**src/rtl/out_port_buf_if.sv**
```systemverilog
// Store-side and display-side signal bundle for out_port_buf.
// ovf_count exists only when OUT_PORT_OVF_CNT_EN is defined.
interface out_port_buf_if #(
    parameter int DEPTH = 4
);
    localparam int LW = $clog2(DEPTH) + 1;

    logic [31:0]   addr;
    logic [31:0]   wdata;
    logic          we;
    logic          wr_ready;
    logic [31:0]   data_out;
    logic          out_valid;
    logic [LW-1:0] level;
    logic          empty;
    logic          full;
    logic          fsm_state;   // 0 = IDLE, 1 = SHOW
`ifdef OUT_PORT_OVF_CNT_EN
    logic [15:0]   ovf_count;
`endif

    // Handshake: a store is taken on a rising edge where we=1, addr matches the
    // port address and wr_ready=1; a store presented while wr_ready=0 is lost.
    modport master (
        output addr, wdata, we,
        input  wr_ready, data_out, out_valid, level, empty, full, fsm_state
`ifdef OUT_PORT_OVF_CNT_EN
        , input ovf_count
`endif
    );

    modport slave (
        input  addr, wdata, we,
        output wr_ready, data_out, out_valid, level, empty, full, fsm_state
`ifdef OUT_PORT_OVF_CNT_EN
        , output ovf_count
`endif
    );
endinterface

```
**src/rtl/out_port_buf.sv**
```systemverilog
// FIFO-buffered output port that holds each stored word on data_out for HOLD_CYCLES.
// Optional rejected-store counter enabled by defining OUT_PORT_OVF_CNT_EN.
module out_port_buf #(
    parameter int          DEPTH       = 4,
    parameter int          HOLD_CYCLES = 25000000,
    parameter logic [31:0] PORT_ADDR   = 32'h000000C0
) (
    input  logic          clock,
    input  logic          reset,
    out_port_buf_if.slave bus
);
    localparam int AW = $clog2(DEPTH);
    localparam int LW = AW + 1;
    localparam int CW = (HOLD_CYCLES > 1) ? $clog2(HOLD_CYCLES) : 1;

    typedef enum logic {IDLE = 1'b0, SHOW = 1'b1} state_t;

    state_t        state, next_state;
    logic [31:0]   mem [DEPTH];
    logic [AW-1:0] wr_ptr, rd_ptr;
    logic [LW-1:0] level_q;
    logic [CW-1:0] cnt;
    logic [31:0]   data_q;
    logic          full_w, hit, push, pop;

    assign full_w = (level_q == LW'(DEPTH));
    assign hit    = bus.we && (bus.addr == PORT_ADDR);
    // full comes from the registered level, so a same-edge pop never frees a slot.
    assign push   = hit && !full_w;

    always_comb begin
        next_state = state;
        pop        = 1'b0;
        case (state)
            IDLE: begin
                if (level_q != '0) begin
                    pop        = 1'b1;
                    next_state = SHOW;
                end
            end
            SHOW: begin
                if (cnt == '0) begin
                    if (level_q != '0) pop = 1'b1;
                    else               next_state = IDLE;
                end
            end
            default: next_state = IDLE;
        endcase
    end

    always_ff @(posedge clock) begin
        if (push) mem[wr_ptr] <= bus.wdata;
    end

    always_ff @(posedge clock) begin
        if (reset) begin
            state   <= IDLE;
            wr_ptr  <= '0;
            rd_ptr  <= '0;
            level_q <= '0;
            cnt     <= '0;
            data_q  <= '0;
        end else begin
            state <= next_state;
            if (push) wr_ptr <= wr_ptr + AW'(1);
            if (pop) begin
                data_q <= mem[rd_ptr];
                rd_ptr <= rd_ptr + AW'(1);
                cnt    <= CW'(HOLD_CYCLES - 1);
            end else if (state == SHOW && cnt != '0) begin
                cnt <= cnt - CW'(1);
            end
            case ({push, pop})
                2'b10:   level_q <= level_q + LW'(1);
                2'b01:   level_q <= level_q - LW'(1);
                default: level_q <= level_q;
            endcase
        end
    end

`ifdef OUT_PORT_OVF_CNT_EN
    logic [15:0] ovf_q;

    always_ff @(posedge clock) begin
        if (reset)
            ovf_q <= '0;
        else if (hit && full_w && ovf_q != 16'hFFFF)
            ovf_q <= ovf_q + 16'd1;
    end

    assign bus.ovf_count = ovf_q;
`endif

    assign bus.wr_ready  = !full_w;
    assign bus.full      = full_w;
    assign bus.empty     = (level_q == '0);
    assign bus.level     = level_q;
    assign bus.data_out  = data_q;
    assign bus.out_valid = (state == SHOW);
    assign bus.fsm_state = state;
endmodule

```
**src/flat_wrapper.sv**
```systemverilog
// flat-port wrapper written by rule: the top's interface ports become plain ports
module out_port_buf_flat 
#(
    parameter int          DEPTH       = 4,
    parameter int          HOLD_CYCLES = 25000000,
    parameter logic [31:0] PORT_ADDR   = 32'h000000C0
)
  (clock, reset, bus_addr, bus_wdata, bus_we, bus_wr_ready, bus_data_out, bus_out_valid, bus_level, bus_empty, bus_full, bus_fsm_state);
  out_port_buf_if #(.DEPTH(DEPTH)) bus_i ();
  input  logic clock;
  input  logic reset;
  input wire logic [$bits(bus_i.addr)-1:0] bus_addr;
  input wire logic [$bits(bus_i.wdata)-1:0] bus_wdata;
  input wire logic [$bits(bus_i.we)-1:0] bus_we;
  output wire logic [$bits(bus_i.wr_ready)-1:0] bus_wr_ready;
  output wire logic [$bits(bus_i.data_out)-1:0] bus_data_out;
  output wire logic [$bits(bus_i.out_valid)-1:0] bus_out_valid;
  output wire logic [$bits(bus_i.level)-1:0] bus_level;
  output wire logic [$bits(bus_i.empty)-1:0] bus_empty;
  output wire logic [$bits(bus_i.full)-1:0] bus_full;
  output wire logic [$bits(bus_i.fsm_state)-1:0] bus_fsm_state;
  assign bus_i.addr = bus_addr;
  assign bus_i.wdata = bus_wdata;
  assign bus_i.we = bus_we;
  assign bus_wr_ready = bus_i.wr_ready;
  assign bus_data_out = bus_i.data_out;
  assign bus_out_valid = bus_i.out_valid;
  assign bus_level = bus_i.level;
  assign bus_empty = bus_i.empty;
  assign bus_full = bus_i.full;
  assign bus_fsm_state = bus_i.fsm_state;
  out_port_buf #(.DEPTH(DEPTH), .HOLD_CYCLES(HOLD_CYCLES), .PORT_ADDR(PORT_ADDR)) u_core (.clock(clock), .reset(reset), .bus(bus_i));
endmodule
```
**config.mk**
```make
export PLATFORM = sky130hd
export DESIGN_NAME = out_port_buf_flat
export DESIGN_NICKNAME = d
export VERILOG_FILES = /design/src/rtl/out_port_buf_if.sv /design/src/rtl/out_port_buf.sv /design/src/flat_wrapper.sv
export SDC_FILE = /design/constraint.sdc
export NUM_CORES = 1
export LEC_CHECK = 0
export ABC_AREA = 1
export BUFFER_PORTS_ARGS = -buffer_cell sky130_fd_sc_hd__buf_2
export CAP_MARGIN = 40
export CORE_ASPECT_RATIO = 1.2
export CORE_MARGIN = 5
export CORE_UTILIZATION = 62
export CTS_CLUSTER_SIZE = 24
export DETAILED_ROUTE_END_ITERATION = 8
export PLACE_DENSITY = 0.85
export SLEW_MARGIN = 20
export SYNTH_ARGS = -nofsm -noshare
export SYNTH_HDL_FRONTEND = slang
export SYNTH_SLANG_ARGS = --single-unit
```
**constraint.sdc**
```tcl
create_clock -name clock -period 4.4 [get_ports clock]
set_input_delay 0.66 -clock clock [delete_from_list [all_inputs] [get_ports clock]]
set_output_delay 0.66 -clock clock [all_outputs]
set_load 0.01 [all_outputs]
```
After elaboration in Yosys (flattened, before gate mapping)
Memory sizes are Yosys's and may differ from the RTL's. A register that Yosys moved wholly into a read port is not among the register bits.
Cells that the tools add are included.
{"block": "word_totals", "in_bits": 67, "n_memories": 1, "out_inout_bits": 40, "mem_bits_rw": 128, "word_cells": 38, "register_bits": 33}
{"block": "op_classes", "n_reduce_logical": 11, "bitwise": 1, "add_sub_neg": 5, "n_eq_ne": 4, "n_mux": 10}
{"memory": "u_core.mem", "words": 4, "word_bits": 32, "rd": 1, "rd_clocked_by_memory_dff": 1, "write_ports": 1, "line_no": "out_port_buf.sv:19", "source": "logic [31:0] mem [DEPTH];"}
{"op": "25-bit 2-to-1 mux", "count": 2}
{"op": "32-bit by 8-bit equality test with 1-bit output, second input constant", "count": 1}
{"op": "25-bit zero test", "count": 1}
{"op": "25-bit nonzero test", "count": 1}
{"op": "25-bit by 1-bit subtractor with 25-bit output, second input constant", "count": 1}
{"op": "3-bit case mux with 2 select lines", "count": 1}
{"op": "1-bit 2-to-1 mux", "count": 5}
{"op": "2-bit by 1-bit adder with 2-bit output, second input constant", "count": 2}
{"op": "1-bit case mux with 2 select lines", "count": 2}
{"op": "2-bit nonzero test", "count": 2}
{"op": "3-bit by 1-bit adder with 3-bit output, second input constant", "count": 1}
{"op": "3-bit equality test, second input constant", "count": 1}
{"op": "1-bit logical AND", "count": 3}
{"op": "3-bit zero test", "count": 1}
{"op": "3-bit nonzero test", "count": 1}
{"op": "3-bit by 1-bit subtractor with 3-bit output, second input constant", "count": 1}
{"op": "2-bit by 1-bit equality test with 1-bit output, second input constant", "count": 1}
{"op": "2-bit equality test, second input constant", "count": 1}
{"op": "2-bit OR reduction", "count": 1}
{"op": "1-bit zero test", "count": 1}
{"op": "1-bit inverter", "count": 1}

Longest topological paths before layout
Gate-level depths: netlist (run 1).
{"block": "depth", "ltp_word": 6, "ltp_mapped": 18}

Worst setup path after synthesis (run 1)
No wires, ideal clock.
{"block": "synth_timing", "kind": "input-to-reg", "start": "input bus_addr[5]", "end": "memory u_core.mem[0][0], enable pin", "path_slack_ns": 1.272, "n_path_buf": 0, "required_ns": 3.979, "arrival_ns": 2.707, "cell_stages": 6, "path_cell_list": "nor2_1 -> and3_1 -> nand3_1 -> nor3_1 -> inv_1 -> nor2_1"}
{"block": "synth_via", "elab_chain_len": 5}
{"element": "start: declaration", "line_no": "flat_wrapper.sv:12", "source": "input wire logic [$bits(bus_i.addr)-1:0] bus_addr;"}
{"element": "32-bit by 8-bit equality test with 1-bit output", "line_no": "out_port_buf.sv:27", "source": "assign hit = bus.we && (bus.addr == PORT_ADDR);"}
{"element": "1-bit logical AND", "line_no": "out_port_buf.sv:27"}
{"element": "1-bit logical AND", "line_no": "out_port_buf.sv:29", "source": "assign push = hit && !full_w;"}
{"element": "1-bit 2-to-1 mux", "line_no": "out_port_buf.sv:52", "source": "if (push) mem[wr_ptr] <= bus.wdata;"}
{"element": "1-bit 2-to-1 mux (implied by the code)", "line_no": "out_port_buf.sv:52"}
{"element": "end: declaration", "line_no": "out_port_buf.sv:19"}
Every way passes these cells.

Worst setup path after layout (run 1)
{"block": "layout_timing", "start": "register u_core.cnt[0]", "end": "register u_core.level_q[2] (netlist: u_core.bus.level[2])"}
{"block": "layout_via", "elab_chain_len": 5}
{"element": "start: declaration", "line_no": "out_port_buf.sv:22", "source": "logic [CW-1:0] cnt;"}
{"element": "start signal: assignment", "line_no": "out_port_buf.sv:69", "source": "cnt <= CW'(HOLD_CYCLES - 1);"}
{"element": "start signal: assignment", "line_no": "out_port_buf.sv:71", "source": "cnt <= cnt - CW'(1);"}
{"element": "25-bit zero test *", "line_no": "out_port_buf.sv:42", "source": "if (cnt == '0) begin"}
{"element": "1-bit 2-to-1 mux *", "line_no": "out_port_buf.sv:42"}
{"element": "1-bit case mux with 2 select lines *", "line_no": "out_port_buf.sv:34", "source": "case (state)"}
{"element": "2-bit by 1-bit equality test with 1-bit output or 2-bit equality test (tied branches)", "line_no": "out_port_buf.sv:73", "source": "case ({push, pop})"}
{"element": "3-bit case mux with 2 select lines or 2-bit nonzero test (tied branches)"}
{"element": "end signal: assignment", "line_no": "out_port_buf.sv:74", "source": "2'b10: level_q <= level_q + LW'(1);"}
{"element": "end signal: assignment", "line_no": "out_port_buf.sv:75", "source": "2'b01: level_q <= level_q - LW'(1);"}
{"element": "end signal: assignment", "line_no": "out_port_buf.sv:76", "source": "default: level_q <= level_q;"}
{"element": "end: declaration", "line_no": "out_port_buf.sv:21", "source": "logic [LW-1:0] level_q;"}
Mark *: on every way between the ends. The rest lies on a longest branch, timed or not.
A chain may end at the register's enable or synchronous reset.

==> reports/qor.txt, run 1 <==
Top-area cell type share of the netlist area = 0.475
HPWL Detailed = 11400 µm
Core Region = 0.0127 mm²
Tot Pwr = 5.82 mW
DRT Pass-1 Iters = 5
# clock sinks = 193
# setup viols final = 0
Number of global-route vias before repair = 5967
Hold Path Sink = u_core.mem[2][20]
Total GRT Usage = 0.235
Initial Util = 0.636
Worst reg2reg path depth = 17
Largest net degree at the start of global routing = 67
Wirelength per Cell = 16.3 µm
CP max FO = 50
Buf/Inv on CP = 4
Slowest cell on crit path = fa_1
Library cells used by synthesis = 30
Number of vias in the routed layout = 6204
Clk slew on worst S/H paths = 0.08 ns
Worst r2r dst = u_core.bus.level[2]
Final Routed Wirelength = 17900 µm
First-pass GRT wire length = 28300 µm
Layout Skew = 0.0168 ns
CP peak stage delay = 0.37 ns
Worst Path Required = 4.71 ns
Synth warn = 0
Min cycle time layout = 3.03 ns
Critical Path Most Common Cell = inv_1
Initial antenna violation count = 2
Max-Cap Viols = 0
Pwr Density = 615 mW/mm²
Post-CTS resize count = 0
Worst endpoint data arrival time = 3.34 ns
Clock Latency Late Sink = 0.43 ns
Mapped Cells = 827
Final hold slack = 0.439 ns
I/O pin total = 107
Mapped Area = 0.00810 mm²
Peak VDD IR = 0.000420 V
CTS Buffer Depth = 2
Util after Layout = 0.743
Setup bufs post-CTS = 0
Initial DRC count = 427
Height of the die = 135 µm
Vias per Instance = 5.63
I/O Buffers = 106
Num CTS Buffers = 17
Critical setup path kind = register to register
# DRC = 0
Die width = 114 µm
HP Class = input pin to register
Syn nets = 902
Status = completed
Fin. max-slew vios = 0
Worst setup EP type = register
Total grt overflow = 0
Clk root buf = clkbuf_16
Setup_tns = 0 ns
TritonCTS clock tree = built
Synth area leaders = edfxtp_1 (47%), dfxtp_1 (16%), nor2_1 (12%)
Fin. Hold Viols = 0
Unrepaired setup endpoints after global routing = no
Flop2flop setup slack = 1.37 ns
Register area share after synthesis = 0.635
Hold Path Cell Cnt = 1
Cts hold-fix bufs = 0
Kind of cell adding the most delay to the critical path = simple AND/OR/NAND/NOR gates
Yosys reg bits = 193
Crit-path cells = inv_1, ha_1, inv_1, nor2_1, nand2_1, nor2_1, nand3_4, nand2_4, nand2_4, inv_2, ha_1, inv_1, fa_1, a21oi_1, o21ai_0, o21ai_0, a21oi_1
Startpoint types = register
Share of cells above drive strength 1 = 0.176
Hold path start = bus_wdata[20]
Row cnt = 45
Final period util = 0.688
Area Overhead vs Synth = 16.7%
Gpl congestion = 0.880
Fin nets = 999
Highest clock rate = 0.330 GHz
H-tree lvl count = 4
Post-synth top area cell = edfxtp_1
Max_slew headroom = 0.577
Final ANT Viol Nets = 0
Die area = 0.0155 mm²
Slew @ Worst Pin = 0.634 ns
Lkg Pwr = 3.75 nW
Critical R2R Launch = u_core.cnt[0]
Syn_area_per_cell = 9.79 µm²
## stage by stage
step,worst slack [ns],cells,instance area [µm²]
floorplan,1.27,827,8100
global placement,1.50,1063,8700
detailed placement,1.40,1069,8840
CTS,1.38,1101,9450
global route,1.12,1101,9450
finish,1.37,1102,9450
## registers in the layout (all words and copies together), names as in the netlist
| name | cells |
|---|---|
| u_core.bus.level | 3 |
| u_core.rd_ptr | 2 |
| u_core.cnt | 25 |
| u_core.mem | 128 |
| u_core.wr_ptr | 2 |
| u_core.bus.data_out | 32 |
| u_core.bus.fsm_state | 1 |
## Yosys cell counts (all sizes together)
cell	count
nand3	18
buf	16
xor2	6
nor2	269
edfxtp	128
nand4	16
fa	1
and3	1
o32ai	32
o21ai	77
nand3b	3
nor3	5
a21oi	14
dfxtp	65
clkbuf	22
xnor2	3
or2	1
or3	1
ha	7
inv	65
nand2	77
## metal layers
metal,share of wire,track usage,up-vias
met5,0.00039,0,-
li1,-,-,2982
met4,0.018,0.0937,2
met1,0.38,0.286,2931
met3,0.069,0.0451,34
met2,0.53,0.411,255
## final cells by class
| cell class | count | area [µm²] |
|---|---|---|
| Fill cell | 870 | 3270 |
| Inverter | 65 | 244 |
| Clock buffer | 17 | 425 |
| Multi-Input combinational cell | 531 | 2550 |
| Timing Repair Buffer | 116 | 696 |
| Tap cell | 164 | 205 |
| Clock inverter | 15 | 186 |
| Sequential cell | 193 | 5150 |
| Antenna cell | 1 | 2.50 |
## worst max-delay path by stage
stage	from	to	slack, ns	depth (start not counted)
after floorplan	bus_addr[5]	u_core.mem[0][0]	1.27	6
after global placement	u_core.cnt[0]	u_core.bus.level[2]	1.50	17
after detailed placement	u_core.cnt[0]	u_core.bus.level[2]	1.40	17
after CTS	u_core.cnt[0]	u_core.bus.level[2]	1.38	17
after global routing	u_core.cnt[0]	u_core.bus.level[2]	1.12	17
final	u_core.cnt[0]	u_core.bus.level[2]	1.37	17
## report_power, final
part | total [mW] | internal [mW] | switching (mW)
Sequential | 2.32 | 2.13 | 0.188
Combinational | 1.95 | 0.667 | 1.29
Clock | 1.55 | 0.822 | 0.725
## kinds of logic (layout without fill, tap and decap cells)
logic type / count (synthesis) / in the layout / share of synthesized area
buffers and inverters: 103 / 213 / 0.0538
other: 0 / 1 / 0
DFF: 193 / 193 / 0.635
and+or+nand+nor: 391 / 391 / 0.197
adders and majority gates: 8 / 8 / 0.0133
xor gates and xnor gates: 9 / 9 / 0.00973
AOI/OAI and AO/OA: 123 / 123 / 0.0909
## worst reg2reg max path, delay by kind of cell, from the launching register on
kind	cells	cell delay, ns
compound gates	4	0.46
fa+ha+maj	3	0.70
buf+inv	4	0.43
flops	1	0.31
simple gates	6	1.00
## layout by cell type (no fill, tap or decap), types with 3 or more instances in the layout
cell type / synthesis / final
nand2_1: 75 / 75
nor3_1: 5 / 5
xnor2_1: 3 / 3
nor2_2: 5 / 5
xor2_1: 6 / 6
nor2_1: 264 / 260
o21ai_0: 71 / 71
dfxtp_1: 65 / 63
ha_1: 7 / 7
o32ai_1: 32 / 32
clkinv_8: 0 / 3
buf_12: 0 / 4
nand3_1: 17 / 17
o21ai_1: 6 / 6
inv_6: 0 / 5
nand3b_1: 3 / 3
buf_2: 5 / 106
nand4_1: 16 / 16
inv_1: 64 / 62
a21oi_1: 14 / 14
buf_4: 1 / 4
nor2_4: 0 / 4
inv_8: 0 / 3
clkbuf_16: 0 / 17
edfxtp_1: 128 / 128
Power figures use the tool's default switching activity.
==> run 2, diff against run 1 <==
ABC_AREA = 0   (was 1)
CORE_UTILIZATION = 57   (was 62)
PLACE_DENSITY = 0.79   (was 0.85)
clock period = 3 ns   (was 4.4 ns; I/O delays follow)
==> reports/qor.txt, run 2 <==
TritonCTS clock tree = built (unchanged)
Final Routed Wirelength = 16400 µm (was 17900 µm)
Commonest cells after routing, fill and taps aside = edfxtp_1 (128), buf_2 (106), nand2_1 (72) (was nor2_1 (260), edfxtp_1 (128), buf_2 (106))
Critical setup path kind = register to register (unchanged)
Critical R2R Launch = u_core.cnt[1] (was u_core.cnt[0])
First-pass GRT wire length = 26000 µm (was 28300 µm)
Post-CTS resize count = 0 (unchanged)
Slew @ Worst Pin = 0.745 ns (was 0.634 ns)
Fin. Hold Viols = 0 (unchanged)
I/O pin total = 107 (unchanged)
Most common cell in the netlist = edfxtp_1 (was nor2_1)
Clk root buf = clkbuf_16 (unchanged)
Top-area cell type share of the netlist area = 0.502 (was 0.475)
Area Overhead vs Synth = 17.9% (was 16.7%)
Peak VDD IR = 0.000557 V (was 0.000420 V)
Filler instances = 868 (was 870)
Vias per Instance = 5.91 (was 5.63)
Kind of cell adding the most delay to the critical path = simple AND/OR/NAND/NOR gates (unchanged)
Worst Path Required = 3.35 ns (was 4.71 ns)
I/O Buffers = 106 (unchanged)
Fin cells = 829 (was 1102)
Hold Path Sink = u_core.mem[1][31] (was u_core.mem[2][20])
Setup bufs post-CTS = 0 (unchanged)
Comb power frac = 0.061 (was 0.336)
Buf/Inv on CP = 3 (was 4)
Sequential power share = 0.539 (was 0.398)
Post-synth top area cell = edfxtp_1 (unchanged)
# setup viols final = 0 (unchanged)
HP Class = input pin to register (unchanged)
Setup_tns = 0 ns (unchanged)
# DRC = 0 (unchanged)
Mapped Area = 0.00766 mm² (was 0.00810 mm²)
Initial Util = 0.581 (was 0.636)
Flop2flop setup slack = 0.18 ns (was 1.37 ns)
Hold Path Cell Cnt = 1 (unchanged)
Post-synth EDFFs = 128 (unchanged)
Startpoint types = register (unchanged)
Most flop-heavy register = u_core.mem (unchanged)
Syn_area_per_cell = 14.2 µm² (was 9.79 µm²)
Row cnt = 46 (was 45)
Async SR Flop Fraction = 0 (unchanged)
Placed Cells = 797 (was 1069)
Power Internal = 4.09 mW (was 3.62 mW)
Multi-input combinational cell area = 0.00234 mm² (was 0.00255 mm²)
HPWL Detailed = 10500 µm (was 11400 µm)
Pwr Density = 588 mW/mm² (was 615 mW/mm²)
Total GRT Usage = 0.219 (was 0.235)
Slowest cell on crit path = or4b_4 (was fa_1)
Final period util = 0.940 (was 0.688)
Worst endpoint data arrival time = 3.17 ns (was 3.34 ns)
Lkg Pwr = 3.16 nW (was 3.75 nW)
Synth area leaders = edfxtp_1 (50%), dfxtp_1 (17%), mux4_2 (9.4%) (was edfxtp_1 (47%), dfxtp_1 (16%), nor2_1 (12%))
Die width = 116 µm (was 114 µm)
Die area = 0.0159 mm² (was 0.0155 mm²)
Initial DRC count = 397 (was 427)
CP peak stage delay = 0.49 ns (was 0.37 ns)
Core Region = 0.0132 mm² (was 0.0127 mm²)
DRT Pass-1 Iters = 5 (unchanged)
Fin. max-slew vios = 0 (unchanged)
Clk slew on worst S/H paths = 0.07 ns (was 0.08 ns)
Min cycle time layout = 2.82 ns (was 3.03 ns)
Number of vias in the routed layout = 4901 (was 6204)
Hold path start = bus_wdata[31] (was bus_wdata[20])
Unrepaired setup endpoints after global routing = no (unchanged)
Worst r2r dst = u_core.bus.level[2] (unchanged)
Gpl congestion = 0.930 (was 0.880)
CP max FO = 5 (was 50)
Sw frac = 0.231 (was 0.378)
Number of diodes = 0 (was 1)
Total grt overflow = 0 (unchanged)
Layout Skew = 0.00675 ns (was 0.0168 ns)
Register area share after synthesis = 0.672 (was 0.635)
Height of the die = 137 µm (was 135 µm)
Synth warn = 0 (unchanged)
Storage element area = 0.00515 mm² (unchanged)
Mapped Cells = 538 (was 827)
Crit-path cells = inv_1, ha_1, or4b_4, nor4_4, a21oi_4, inv_2, ha_1, inv_1, fa_1, xor2_1, or3_1, a21oi_1 (was inv_1, ha_1, inv_1, nor2_1, nand2_1, nor2_1, nand3_4, nand2_4, nand2_4, inv_2, ha_1, inv_1, fa_1, a21oi_1, o21ai_0, o21ai_0, a21oi_1)
Wirelength per Cell = 19.7 µm (was 16.3 µm)
Syn nets = 613 (was 902)
Commonest non-fill, non-tap cell in the layout = edfxtp_1 (was nor2_1)
Cts hold-fix bufs = 0 (unchanged)
Highest clock rate = 0.355 GHz (was 0.330 GHz)
Initial antenna violation count = 1 (was 2)
P_sw = 1.22 mW (was 2.20 mW)
Prevailing post-synth register cell = edfxtp_1 (unchanged)
Share of total power in the clock network = 0.400 (was 0.266)
Number of global-route vias before repair = 5058 (was 5967)
Status = completed (unchanged)
Library cells used by synthesis = 56 (was 30)
Clock Latency Late Sink = 0.43 ns (about the same)
H-tree lvl count = 4 (unchanged)
Worst setup EP type = register (unchanged)
# clock sinks = 193 (unchanged)
Synth top cells by count = edfxtp_1 (128), nand2_1 (72), dfxtp_1 (65) (was nor2_1 (264), edfxtp_1 (128), nand2_1 (75))
Largest net degree at the start of global routing = 55 (was 67)
Number of flip-flops in the largest register = 128 (unchanged)
Worst reg2reg path depth = 12 (was 17)
Yosys reg bits = 193 (unchanged)
Num CTS Buffers = 17 (unchanged)
Max-Cap Viols = 0 (unchanged)
Fin nets = 723 (was 999)
Share of cells above drive strength 1 = 0.310 (was 0.176)
Final ANT Viol Nets = 0 (unchanged)
Max_slew headroom = 0.497 (was 0.577)
CTS Buffer Depth = 2 (unchanged)
[run 2: cell count changes after synthesis, sizes merged, moves of 7 or more]
cell / before / now
o32ai: 32 / 0
inv: 65 / 13
nand4: 16 / 4
nand3: 18 / 6
o21ai: 77 / 8
nor3: 5 / 22
or3: 1 / 8
mux4: 0 / 32
nor4: 0 / 10
nor2: 269 / 27
a21oi: 14 / 43
a211oi: 0 / 10
[run 2: per-stage QoR]
| stage | cell area (µm²) | hold slack (ns) | utilization | total power, mW | setup WS (ns) |
|---|---|---|---|---|---|
| after floorplan | 7660 | 0.461 | - | 3.11 | 0.0445 |
| after global placement | 8430 | 0.439 | 0.640 | 3.23 | 0.275 |
| after detailed placement | 8460 | 0.445 | 0.642 | 3.24 | 0.165 |
| after CTS | 9020 | 0.210 | 0.685 | 5.34 | 0.144 |
| after global routing | 9030 | 0.206 | 0.685 | 5.50 | 0.0464 |
| final | 9030 | 0.223 | 0.685 | 5.31 | 0.180 |
[run 2: worst max-delay path by stage]
stage / startpoint / endpoint / slack (ns) / depth (start not counted)
4_1_cts: u_core.cnt[1] / u_core.bus.level[2] / 0.14 / 12
5_1_grt: u_core.cnt[1] / u_core.bus.level[2] / 0.05 / 12
3_3_place_gp: u_core.cnt[1] / u_core.bus.level[2] / 0.27 / 12
6_report: u_core.cnt[1] / u_core.bus.level[2] / 0.18 / 12
3_5_place_dp: u_core.cnt[1] / u_core.bus.level[2] / 0.17 / 12
2_1_floorplan: u_core.cnt[0] / u_core.bus.level[2] / 0.04 / 14
[run 2: power by group through the flow]
stage	clock, mW	sequential, mW	combinational, mW
2_1_floorplan	0	2.92	0.192
3_3_place_gp	0	2.92	0.308
3_5_place_dp	0	2.92	0.319
4_1_cts	2.15	2.86	0.320
5_1_grt	2.28	2.86	0.351
6_report	2.13	2.86	0.321
[run 2: metal layers]
layer / vias up / wire [µm] / global-route usage
met3: 41 / 948 / 0.0593
li1: 2252 / - / -
met1: 2464 / 6570 / 0.268
met2: 142 / 8510 / 0.368
met4: 2 / 313 / 0.0858
met5: - / 11 / 0
[run 2: cells by family (layout without fill, tap and decap cells)]
kind of cell,count (synthesis),after routing,synth area share
muxes,33,33,0.0954
AOI/OAI and AO/OA,79,79,0.0668
buffers and inverters,42,165,0.0247
adders and majority gates,8,8,0.0140
xor gates and xnor gates,10,10,0.0114
DFF,193,193,0.672
and+or+nand+nor,173,173,0.116
[run 2: layout make-up]
type,instances,area share
Multi-Input combinational cell,303,0.259
Tap cell,168,0.0233
Clock inverter,14,0.0137
Sequential cell,193,0.570
Clock buffer,18,0.0486
Inverter,13,0.00540
Timing Repair Buffer,120,0.0795
